## config.mk

```make
export PLATFORM = sky130hd
export DESIGN_NAME = alu_arbiter
export DESIGN_NICKNAME = d
export VERILOG_FILES = /design/src/rtl/alu_arb_pkg.sv /design/src/rtl/alu_arb_rsp_slot.sv /design/src/rtl/alu_arbiter.sv
export SDC_FILE = /design/constraint.sdc
export NUM_CORES = 1
export LEC_CHECK = 0
export CAP_MARGIN = 25
export CORE_AREA = 2 2 127 129
export DETAILED_ROUTE_END_ITERATION = 8
export DIE_AREA = 0 0 129 131
export PLACE_DENSITY = 0.72
export SLEW_MARGIN = 25
export SYNTH_ARGS = -nofsm -noshare
export SYNTH_HDL_FRONTEND = slang
export SYNTH_SLANG_ARGS = --single-unit
```

## constraint.sdc

```tcl
create_clock -name clk -period 2.3 [get_ports clk]
set_input_delay 0.69 -clock clk [delete_from_list [all_inputs] [get_ports clk]]
set_output_delay 0.69 -clock clk [all_outputs]
set_load 0.01 [all_outputs]
```

## src/rtl/alu_arb_pkg.sv

```systemverilog
// Shared types and constants for the two-port ALU arbiter.
// Latency: n/a (types and constants only).
// Backpressure: n/a.
//
// Contents:
//   ALU_DATA_W   - operand/result width of the shared ALU
//   ALU_OP_W     - width of the ALU Operation field
//   ALU_FLAG_W   - width of the ALU SetFlag field
//   alu_req_t    - one complete ALU request (operands plus controls)
//   ALU_IDLE_REQ - all-zero request driven onto the ALU when nobody is granted
//   alu_req_make - packs discrete request fields into an alu_req_t
package alu_arb_pkg;

    localparam int ALU_DATA_W = 32;
    localparam int ALU_OP_W   = 2;
    localparam int ALU_FLAG_W = 3;

    typedef struct packed {
        logic [ALU_DATA_W-1:0] in1;
        logic [ALU_DATA_W-1:0] in2;
        logic                  twoc;
        logic [ALU_OP_W-1:0]   op;
        logic [ALU_FLAG_W-1:0] setflag;
        logic                  lor;
        logic                  arith;
    } alu_req_t;

    localparam alu_req_t ALU_IDLE_REQ = '0;

    function automatic alu_req_t alu_req_make(
        input logic [ALU_DATA_W-1:0] in1,
        input logic [ALU_DATA_W-1:0] in2,
        input logic                  twoc,
        input logic [ALU_OP_W-1:0]   op,
        input logic [ALU_FLAG_W-1:0] setflag,
        input logic                  lor,
        input logic                  arith
    );
        alu_req_t req;
        req.in1     = in1;
        req.in2     = in2;
        req.twoc    = twoc;
        req.op      = op;
        req.setflag = setflag;
        req.lor     = lor;
        req.arith   = arith;
        return req;
    endfunction

endpackage

```

## src/rtl/alu_arb_rsp_slot.sv

```systemverilog
// One-entry response slot holding an ALU result/zero pair for one requester.
// Latency: load at edge k -> o_rsp_valid high after edge k.
// Backpressure: o_slot_free low while holding an unconsumed result.
//
// Ports:
//   clk, rst_n      - clock, asynchronous active-low reset
//   i_load          - capture i_result/i_zero this edge (request accepted)
//   i_result/i_zero - ALU outputs for the accepted request
//   i_rsp_ready     - consumer takes the held result this cycle
//   o_rsp_valid     - slot holds a result
//   o_result/o_zero - held result fields, stable while valid and not consumed
//   o_slot_free     - slot may be loaded this cycle (empty or draining)
module alu_arb_rsp_slot
    import alu_arb_pkg::*;
#(
    parameter int WIDTH = ALU_DATA_W
) (
    input  logic             clk,
    input  logic             rst_n,
    input  logic             i_load,
    input  logic [WIDTH-1:0] i_result,
    input  logic             i_zero,
    input  logic             i_rsp_ready,
    output logic             o_rsp_valid,
    output logic [WIDTH-1:0] o_result,
    output logic             o_zero,
    output logic             o_slot_free
);

    logic             r_valid;
    logic [WIDTH-1:0] r_result;
    logic             r_zero;

    // Draining slot counts as free so one port can sustain one op per cycle.
    assign o_slot_free = ~r_valid | i_rsp_ready;

    always_ff @(posedge clk or negedge rst_n) begin
        if (!rst_n) begin
            r_valid  <= 1'b0;
            r_result <= '0;
            r_zero   <= 1'b0;
        end else if (i_load) begin
            // A new load in the same cycle as a consume keeps the slot full.
            r_valid  <= 1'b1;
            r_result <= i_result;
            r_zero   <= i_zero;
        end else if (r_valid && i_rsp_ready) begin
            r_valid  <= 1'b0;
        end
    end

    assign o_rsp_valid = r_valid;
    assign o_result    = r_result;
    assign o_zero      = r_zero;

endmodule

```

## src/rtl/alu_arbiter.sv

```systemverilog
// Shares one combinational ALU between the execute stage (port 0) and the
// branch/address path (port 1). Latency: 1 cycle request-to-response.
// Backpressure: a port is only granted while its response slot is free.
//
// Ports:
//   clk, rst_n                       - clock, asynchronous active-low reset
//   pN_req_valid / pN_req_ready      - request handshake, port N
//   pN_in1, pN_in2, pN_twoc, pN_op,
//   pN_setflag, pN_lor, pN_arith     - request operands and ALU controls
//   pN_rsp_valid / pN_rsp_ready      - response handshake, port N
//   pN_result, pN_zero               - registered ALU result for port N
//   alu_in1 .. alu_arith             - to the shared ALU (all zero when idle)
//   alu_result, alu_zero             - from the shared ALU
//
// Build option: define ALU_ARB_ROUND_ROBIN_EN for round-robin arbitration;
// otherwise port 0 has fixed priority.
module alu_arbiter
    import alu_arb_pkg::*;
#(
    parameter int WIDTH = ALU_DATA_W
) (
    input  logic                  clk,
    input  logic                  rst_n,

    input  logic                  p0_req_valid,
    output logic                  p0_req_ready,
    input  logic [WIDTH-1:0]      p0_in1,
    input  logic [WIDTH-1:0]      p0_in2,
    input  logic                  p0_twoc,
    input  logic [ALU_OP_W-1:0]   p0_op,
    input  logic [ALU_FLAG_W-1:0] p0_setflag,
    input  logic                  p0_lor,
    input  logic                  p0_arith,
    output logic                  p0_rsp_valid,
    input  logic                  p0_rsp_ready,
    output logic [WIDTH-1:0]      p0_result,
    output logic                  p0_zero,

    input  logic                  p1_req_valid,
    output logic                  p1_req_ready,
    input  logic [WIDTH-1:0]      p1_in1,
    input  logic [WIDTH-1:0]      p1_in2,
    input  logic                  p1_twoc,
    input  logic [ALU_OP_W-1:0]   p1_op,
    input  logic [ALU_FLAG_W-1:0] p1_setflag,
    input  logic                  p1_lor,
    input  logic                  p1_arith,
    output logic                  p1_rsp_valid,
    input  logic                  p1_rsp_ready,
    output logic [WIDTH-1:0]      p1_result,
    output logic                  p1_zero,

    output logic [WIDTH-1:0]      alu_in1,
    output logic [WIDTH-1:0]      alu_in2,
    output logic                  alu_twoc,
    output logic [ALU_OP_W-1:0]   alu_op,
    output logic [ALU_FLAG_W-1:0] alu_setflag,
    output logic                  alu_lor,
    output logic                  alu_arith,
    input  logic [WIDTH-1:0]      alu_result,
    input  logic                  alu_zero
);

    alu_req_t w_req0;
    alu_req_t w_req1;
    alu_req_t w_alu_req;
    logic     w_free0;
    logic     w_free1;
    logic     w_elig0;
    logic     w_elig1;
    logic     w_grant0;
    logic     w_grant1;
    logic     w_accept0;
    logic     w_accept1;

    assign w_req0 = alu_req_make(p0_in1, p0_in2, p0_twoc, p0_op,
                                 p0_setflag, p0_lor, p0_arith);
    assign w_req1 = alu_req_make(p1_in1, p1_in2, p1_twoc, p1_op,
                                 p1_setflag, p1_lor, p1_arith);

    // A port competes only if it has somewhere to put the result.
    assign w_elig0 = p0_req_valid & w_free0;
    assign w_elig1 = p1_req_valid & w_free1;

`ifdef ALU_ARB_ROUND_ROBIN_EN
    // Port that won the most recent accept; reset to 1 so port 0 goes first.
    logic r_last_grant;

    always_comb begin
        w_grant0 = w_elig0;
        w_grant1 = w_elig1;
        if (w_elig0 && w_elig1) begin
            w_grant0 = r_last_grant;
            w_grant1 = ~r_last_grant;
        end
    end

    always_ff @(posedge clk or negedge rst_n) begin
        if (!rst_n) begin
            r_last_grant <= 1'b1;
        end else if (w_accept0) begin
            r_last_grant <= 1'b0;
        end else if (w_accept1) begin
            r_last_grant <= 1'b1;
        end
    end
`else
    always_comb begin
        w_grant0 = w_elig0;
        w_grant1 = w_elig1 & ~w_elig0;
    end
`endif

    // Grants already imply a free slot; the extra term keeps the handshake
    // readable as "granted and has room".
    assign w_accept0    = w_grant0 & w_free0;
    assign w_accept1    = w_grant1 & w_free1;
    assign p0_req_ready = w_accept0;
    assign p1_req_ready = w_accept1;

    // Idle cycles drive all-zero onto the ALU so it sees no toggling inputs.
    always_comb begin
        w_alu_req = ALU_IDLE_REQ;
        if (w_grant0) begin
            w_alu_req = w_req0;
        end else if (w_grant1) begin
            w_alu_req = w_req1;
        end
    end

    assign alu_in1     = w_alu_req.in1;
    assign alu_in2     = w_alu_req.in2;
    assign alu_twoc    = w_alu_req.twoc;
    assign alu_op      = w_alu_req.op;
    assign alu_setflag = w_alu_req.setflag;
    assign alu_lor     = w_alu_req.lor;
    assign alu_arith   = w_alu_req.arith;

    alu_arb_rsp_slot #(
        .WIDTH (WIDTH)
    ) u_slot0 (
        .clk         (clk),
        .rst_n       (rst_n),
        .i_load      (w_accept0),
        .i_result    (alu_result),
        .i_zero      (alu_zero),
        .i_rsp_ready (p0_rsp_ready),
        .o_rsp_valid (p0_rsp_valid),
        .o_result    (p0_result),
        .o_zero      (p0_zero),
        .o_slot_free (w_free0)
    );

    alu_arb_rsp_slot #(
        .WIDTH (WIDTH)
    ) u_slot1 (
        .clk         (clk),
        .rst_n       (rst_n),
        .i_load      (w_accept1),
        .i_result    (alu_result),
        .i_zero      (alu_zero),
        .i_rsp_ready (p1_rsp_ready),
        .o_rsp_valid (p1_rsp_valid),
        .o_result    (p1_result),
        .o_zero      (p1_zero),
        .o_slot_free (w_free1)
    );

endmodule

```

==> results.json <==
{
  "portBuffers": 324,
  "p_clk_share_pct": 31.9,
  "wirelength_um": 15300,
  "skew_ns": 0.0108,
  "clockBufferDepth": 2,
  "antenna_found_initial": 0,
  "synthTopCellsByArea": "dfrtp_1 52%, a22o_1 19%, mux2_2 18%",
  "syn_inst": 236,
  "start_util_pct": 20.8,
  "ant_nets": 0,
  "syn_area_um2": 3250,
  "startpoint": "p0_rsp_ready",
  "grt_overflow_total": 0,
  "setup_viol": 73,
  "slowest_delay_ns": 0.24,
  "ys_types": 14,
  "layout.area.seq_um2": 1700,
  "rsz0062_at_grt": "true",
  "cp-end-kind": "output port",
  "violations": "negative setup slack",
  "grt_max_degree": 69,
  "worst_slew_pin_slew_ns": 0.370,
  "ys_warn_count": 0,
  "num_vias": 3608,
  "layout_commonest_cell": "clkdlybuf4s50_1",
  "rr_startpoint": "u_slot1.o_rsp_valid",
  "routed_via_density": 4.41,
  "syn_nets": 419,
  "ir_drop_mv": 0.492,
  "yosysSeqAreaShare_pct": 52.4,
  "fin_nets": 781,
  "drive_gt1_share_pct": 33.5,
  "cts_htree_levels": 3,
  "yosys.area.top_type": "dfrtp_1",
  "clkTransAtPathRegs_ns": 0.06,
  "p_leak_nw": 3.21,
  "switching_share_pct": 27.0,
  "drv_slew": 0,
  "grt.busiest_layer": "met2",
  "routedWlPerCell_um": 18.6,
  "finalHoldViolations": 0,
  "outcome": "finished with violations",
  "min_path_type": "input pin to async pin",
  "gp_congestion": 0.712,
  "use_met3_pct": 6.47,
  "seqPwrFrac_pct": 31.4,
  "fill_cells": 1416,
  "crit_type": "input pin to output port",
  "fin_ws_ns": -0.348,
  "synth-seq-cells": 68,
  "io_pins": 325,
  "critPathSlowestCell": "a211oi_4",
  "grt_pass1_vias": 3955,
  "cts_made_buffers": 9,
  "multi_input_area_um2": 1440,
  "clock-sinks": 68,
  "max_cap_viol_count": 0,
  "syn2layout_area_growth_pct": 130,
  "die-height_um": 131,
  "dp_hpwl_um": 10400,
  "cellPowerDensity_nw_per_um2": 646,
  "yosysTopAreaCellShare_pct": 52.4,
  "root_buffer": "clkbuf_16",
  "slew-limit-headroom_pct": 75.3,
  "grt.total_usage_pct": 17.1,
  "avgSynthCellArea_um2": 13.8,
  "ctsHoldBuffers": 0,
  "die_w_um": 129,
  "antennaDiodeCount": 0,
  "fin_crit_ns": 2.65,
  "drc": 0,
  "final_cell_mix": "245 x clkdlybuf4s50_1, 72 x a22o_1, 68 x dfrtp_1, 53 x buf_2, 52 x mux2_2",
  "fmax_mhz": 378,
  "coreArea_um2": 15600,
  "dr.pass1.iters": 4,
  "cp.arrival_ns": 1.96,
  "dieArea_um2": 16900,
  "grt_pass1_wl_um": 21900,
  "path_cells": "buf_6 > nand2b_4 > a211oi_4 > buf_6 > buf_12 > buf_12 > buf_16 > a22o_1 > buf_2",
  "grt_use_met1_pct": 20.9,
  "drt-initial-drc-count": 87,
  "grtUsageMet2_pct": 29.1,
  "switching_power_mw": 1.30,
  "cts_tree": "built",
  "num_rows": 46,
  "worstPathRequired_ns": 1.61,
  "final.period_utilization_pct": 115,
  "insertion_delay_ns": 0.33,
  "tns_ns": -19.40,
  "dp_slack_ns": -1.01,
  "worstSetupStartpointType": "input pin",
  "internal_power_mw": 3.52,
  "pwr-share-comb_pct": 36.8,
  "critPathMaxFanout": 7
}
registers in the layout (all words and copies together), names as in the netlist:
signal               flops
u_slot0.o_result        32
u_slot0.o_rsp_valid      1
u_slot0.o_zero           1
u_slot1.o_result        32
u_slot1.o_rsp_valid      1
u_slot1.o_zero           1
power groups by stage:
stage                     clock network [mW]  logic (mW)  registers [mW]
after floorplan                            0       0.477            1.62
after global placement                     0        1.66            1.52
after detailed placement                   0        1.69            1.53
after CTS                               1.59        1.78            1.51
after global routing                    1.65        1.88            1.54
final                                   1.54        1.77            1.51
repair_timing:
action | CTS | global route
gates cloned | 9 | 2
pin swaps | 7 | 16
endpoints found under the setup margin | 74 | 73
resized for setup | 304 | 13
setup buffers | 17 | 2
worst paths after layout:
kind / end / slack (ns) / cells past startpoint
min in group clk: u_slot1.o_result[27] / 0.48 / 1
worst max register to register: u_slot1.o_result[0] / 0.34 / 8
max in group asynchronous: u_slot0.o_result[20] / 1.62 / 2
worst max-delay path: alu_in1[22] / -0.35 / 9
worst min-delay path: u_slot1.o_result[11] / 0.37 / 2
worst min register to register: u_slot1.o_result[27] / 0.48 / 1
cell families (layout without fill, tap and decap cells):
| group | Yosys count | after routing | synth area share, % |
|---|---|---|---|
| AO/OA/AOI/OAI | 73 | 73 | 20.0 |
| flip-flops | 68 | 68 | 52.4 |
| multiplexers | 66 | 66 | 22.9 |
| buffers and inverters | 24 | 391 | 3.47 |
| AND/OR/NAND/NOR | 5 | 5 | 1.19 |
cell type report:
cell class                      count  area share, %
Clock inverter                      6           1.27
Clock buffer                       10           3.20
Tap cell                          216           3.62
Sequential cell                    68           22.8
Inverter                            1         0.0503
Multi-Input combinational cell    144           19.3
Timing Repair Buffer              374           49.7
worst max-delay path, delay by kind of cell:
| family | cells | cell delay, ns |
|---|---|---|
| AND/OR/NAND/NOR | 1 | 0.14 |
| AO/OA/AOI/OAI | 2 | 0.40 |
| buffers and inverters | 6 | 0.72 |
through the flow:
stage | util (%) | hold slack [ns] | cell area [um^2] | total power [mW] | instances
global placement | 44.0 | 0.468 | 6870 | 3.18 | 774
CTS | 47.7 | 0.372 | 7440 | 4.89 | 816
global route | 47.8 | 0.384 | 7460 | 5.07 | 819
floorplan | - | 0.394 | 3310 | 2.09 | 236
finish | 47.8 | 0.370 | 7460 | 4.82 | 819
detailed placement | 44.0 | 0.476 | 6870 | 3.22 | 774
Yosys cell counts:
cell	n
and2_1	1
nand2b_1	1
a211oi_4	1
nor2b_1	1
dfrtp_1	68
mux2_2	52
or2_2	1
inv_1	1
a22o_1	72
mux2_1	14
buf_2	15
buf_4	1
clkbuf_1	7
nand2b_4	1
routing by layer:
layer  routed length, um  part of all wire [%]
met1                6240                    41
met4                  82                  0.54
met2                7530                    49
met5                   0                     0
met3                1410                   9.3
No activity file was read; power rests on OpenSTA's default activity.
==> patch: new RTL, same settings <==
Set the package constant `ALU_OP_W` to 4 (it was 2).
--- a/src/rtl/alu_arb_pkg.sv
+++ b/src/rtl/alu_arb_pkg.sv
@@ -13,5 +13,5 @@
 
     localparam int ALU_DATA_W = 32;
-    localparam int ALU_OP_W   = 2;
+    localparam int ALU_OP_W   = 4;
     localparam int ALU_FLAG_W = 3;
 
Interface: changed (resized alu_op, p0_op and p1_op); port bits go from 325 to 331. The function was not compared with the original's and may differ.
==> patch against the original RTL <==
The run still ends with setup timing left; power decreased by 0.60%; first-iteration DRC count increased by 14%; synthesized area increased by 2.5%; cell count increased by 1.2%; core utilization increased by 0.47 points; wire length increased by 14%; critical path type unchanged; critical endpoint is now alu_in2[21]; worst setup slack got worse by 0.061 ns; largest power group unchanged; clock skew decreased by 0.0063 ns; maximum frequency decreased by 2.3%; final area increased by 0.97%; sequential cell count unchanged.
==> patch: results (changes against the original RTL) <==
run_status:
  status: "finished, violations left"
  violations: "setup timing"
critical_path:
  r2r_cells: 10  # +2
  arrival_ns: 2.02  # +0.06 ns
  worst-r2r-setup-slack_ns: 0.17  # -0.17 ns
  r2r-end: "u_slot1.o_result[26]"
  cp_max_fo: 7  # unchanged
sta:
  finalWorstSetupSlack_ns: -0.409  # -0.0613 ns
  relSlewSlack: 0.823  # +0.0699
  finalSetupTns_ns: -22.31  # -2.91 ns
  setup-violations-final: 76  # +4.1%
  finalClockSkew_ns: 0.00457  # -0.00625 ns
placed_design:
  place_congestion: 0.763  # +7.1%
  portBuffers: 330  # +1.9%
  postPlaceCellArea_um2: 6910  # +0.66%
  dp_hpwl_um: 11400  # +10%
  dp_cells: 779  # +0.65%
synth:
  synth-adder-area-share: 0  # unchanged
  synth.area.mux_share: 0.223  # -0.00551
  synthArstFlopShare: 1.00  # unchanged
  synthesis.nets: 426  # +1.7%
  avgSynthCellArea_um2: 13.9  # +1.2%
  seq_area_frac_synth: 0.511  # -0.0126
  synth_compound_area_frac: 0.199  # -0.00181
  synth_commonest_cells: "a22o_1 (74), dfrtp_1 (68), mux2_2 (66)"
  ys_warn_count: 0  # unchanged
  synth_most_common_cell: "a22o_1"
  synthTopCellsByArea: "dfrtp_1 (51%), mux2_2 (22%), a22o_1 (19%)"
  synth_xor_area_frac: 0  # unchanged
power_and_ir_drop:
  p_leak_nw: 3.28  # +2.1%
  switchingPower_w: 0.00132  # +1.9%
  ir_drop_uv: 601  # +22%
drt:
  wl_um: 17400  # +14%
  first_iter_violations: 99  # +14%
  avgViaCountPerCell: 4.55  # +3.2%
  drt_pass1_iterations: 6  # +2
  wl_per_cell_um: 21.0  # +13%
global_routing:
  grt_pass1_wl_um: 22900  # +4.8%
  overflow: 0  # unchanged
  grt_pass1_vias: 3799  # -3.9%
  track_usage: 0.185  # +0.0135
  grt_max_degree: 39  # -43%
min_path:
  hp-class: "in -> async"
clocking:
  h-tree-depth: 3  # unchanged
  insertion_delay_ns: 0.33  # about the same
  clkTransAtPathRegs_ns: 0.06  # about the same
  cts_root_buf: "clkbuf_16"
finish:
  fin_nets: 794  # +1.7%
  drive_gt1_frac: 0.358  # +0.0229
patch: worst max-delay path: stages:
cell	delay (ns)
buf_6	0.09
nand2b_4	0.14
a211oi_4	0.23
buf_6	0.15
buf_12	0.10
buf_8	0.10
buf_12	0.11
buf_16	0.12
a22o_1	0.17
buf_6	0.12
patch: power by group through the flow:
stage | sequential, W | combinational [W] | clock, W
after floorplan | 0.00162 | 0.000499 | 0
final | 0.00151 | 0.00185 | 0.00143
after detailed placement | 0.00153 | 0.00172 | 0
after global placement | 0.00152 | 0.00169 | 0
after global routing | 0.00154 | 0.00194 | 0.00154
after CTS | 0.00152 | 0.00183 | 0.00148
patch: cell families after synthesis:
kind of cell    after synthesis
mux                          66
flops                        68
compound gates               75
simple gates                  5
buf+inv                      25
patch: layout make-up:
type | count | area, um^2
Multi-Input combinational cell | 146 | 1460
Sequential cell | 68 | 1700
Fill cell | 1410 | 8070
Clock inverter | 5 | 60.1
Inverter | 1 | 3.75
Clock buffer | 11 | 253
Tap cell | 216 | 270
Antenna cell | 1 | 2.50
Timing Repair Buffer | 381 | 3780
patch: worst max-delay path by stage:
stage,from,endpoint,cells past startpoint
CTS,p0_rsp_ready,alu_in1[27],10
finish,p0_rsp_ready,alu_in2[21],10
floorplan,p0_rsp_ready,alu_in1[10],6
global placement,p0_rsp_ready,alu_in1[0],6
detailed placement,p0_req_valid,alu_in2[26],5
global route,p0_rsp_ready,alu_in2[21],10
patch: per-stage QoR:
stage	worst slack (ns)	hold slack [ns]
after floorplan	0.00635	0.394
after global placement	-0.933	0.491
after detailed placement	-1.01	0.494
after CTS	-0.386	0.202
after global routing	-0.435	0.213
final	-0.409	0.215
patch: what timing repair did:
| item | CTS | global route |
|---|---|---|
| buffers inserted | 13 | 7 |
| gates cloned | 12 | 3 |
| pin swaps | 8 | 38 |
| setup endpoints to repair | 76 | 76 |
| resized for setup | 322 | 30 |
patch: layer usage:
| metal | global-route usage | wire [um] | vias to the layer above |
|---|---|---|---|
| met3 | 0.0440 | 1070 | 29 |
| met1 | 0.205 | 6590 | 1898 |
| met5 | 0 | 0 | - |
| li1 | - | - | 1661 |
| met2 | 0.334 | 9350 | 181 |
| met4 | 0.0870 | 409 | 0 |
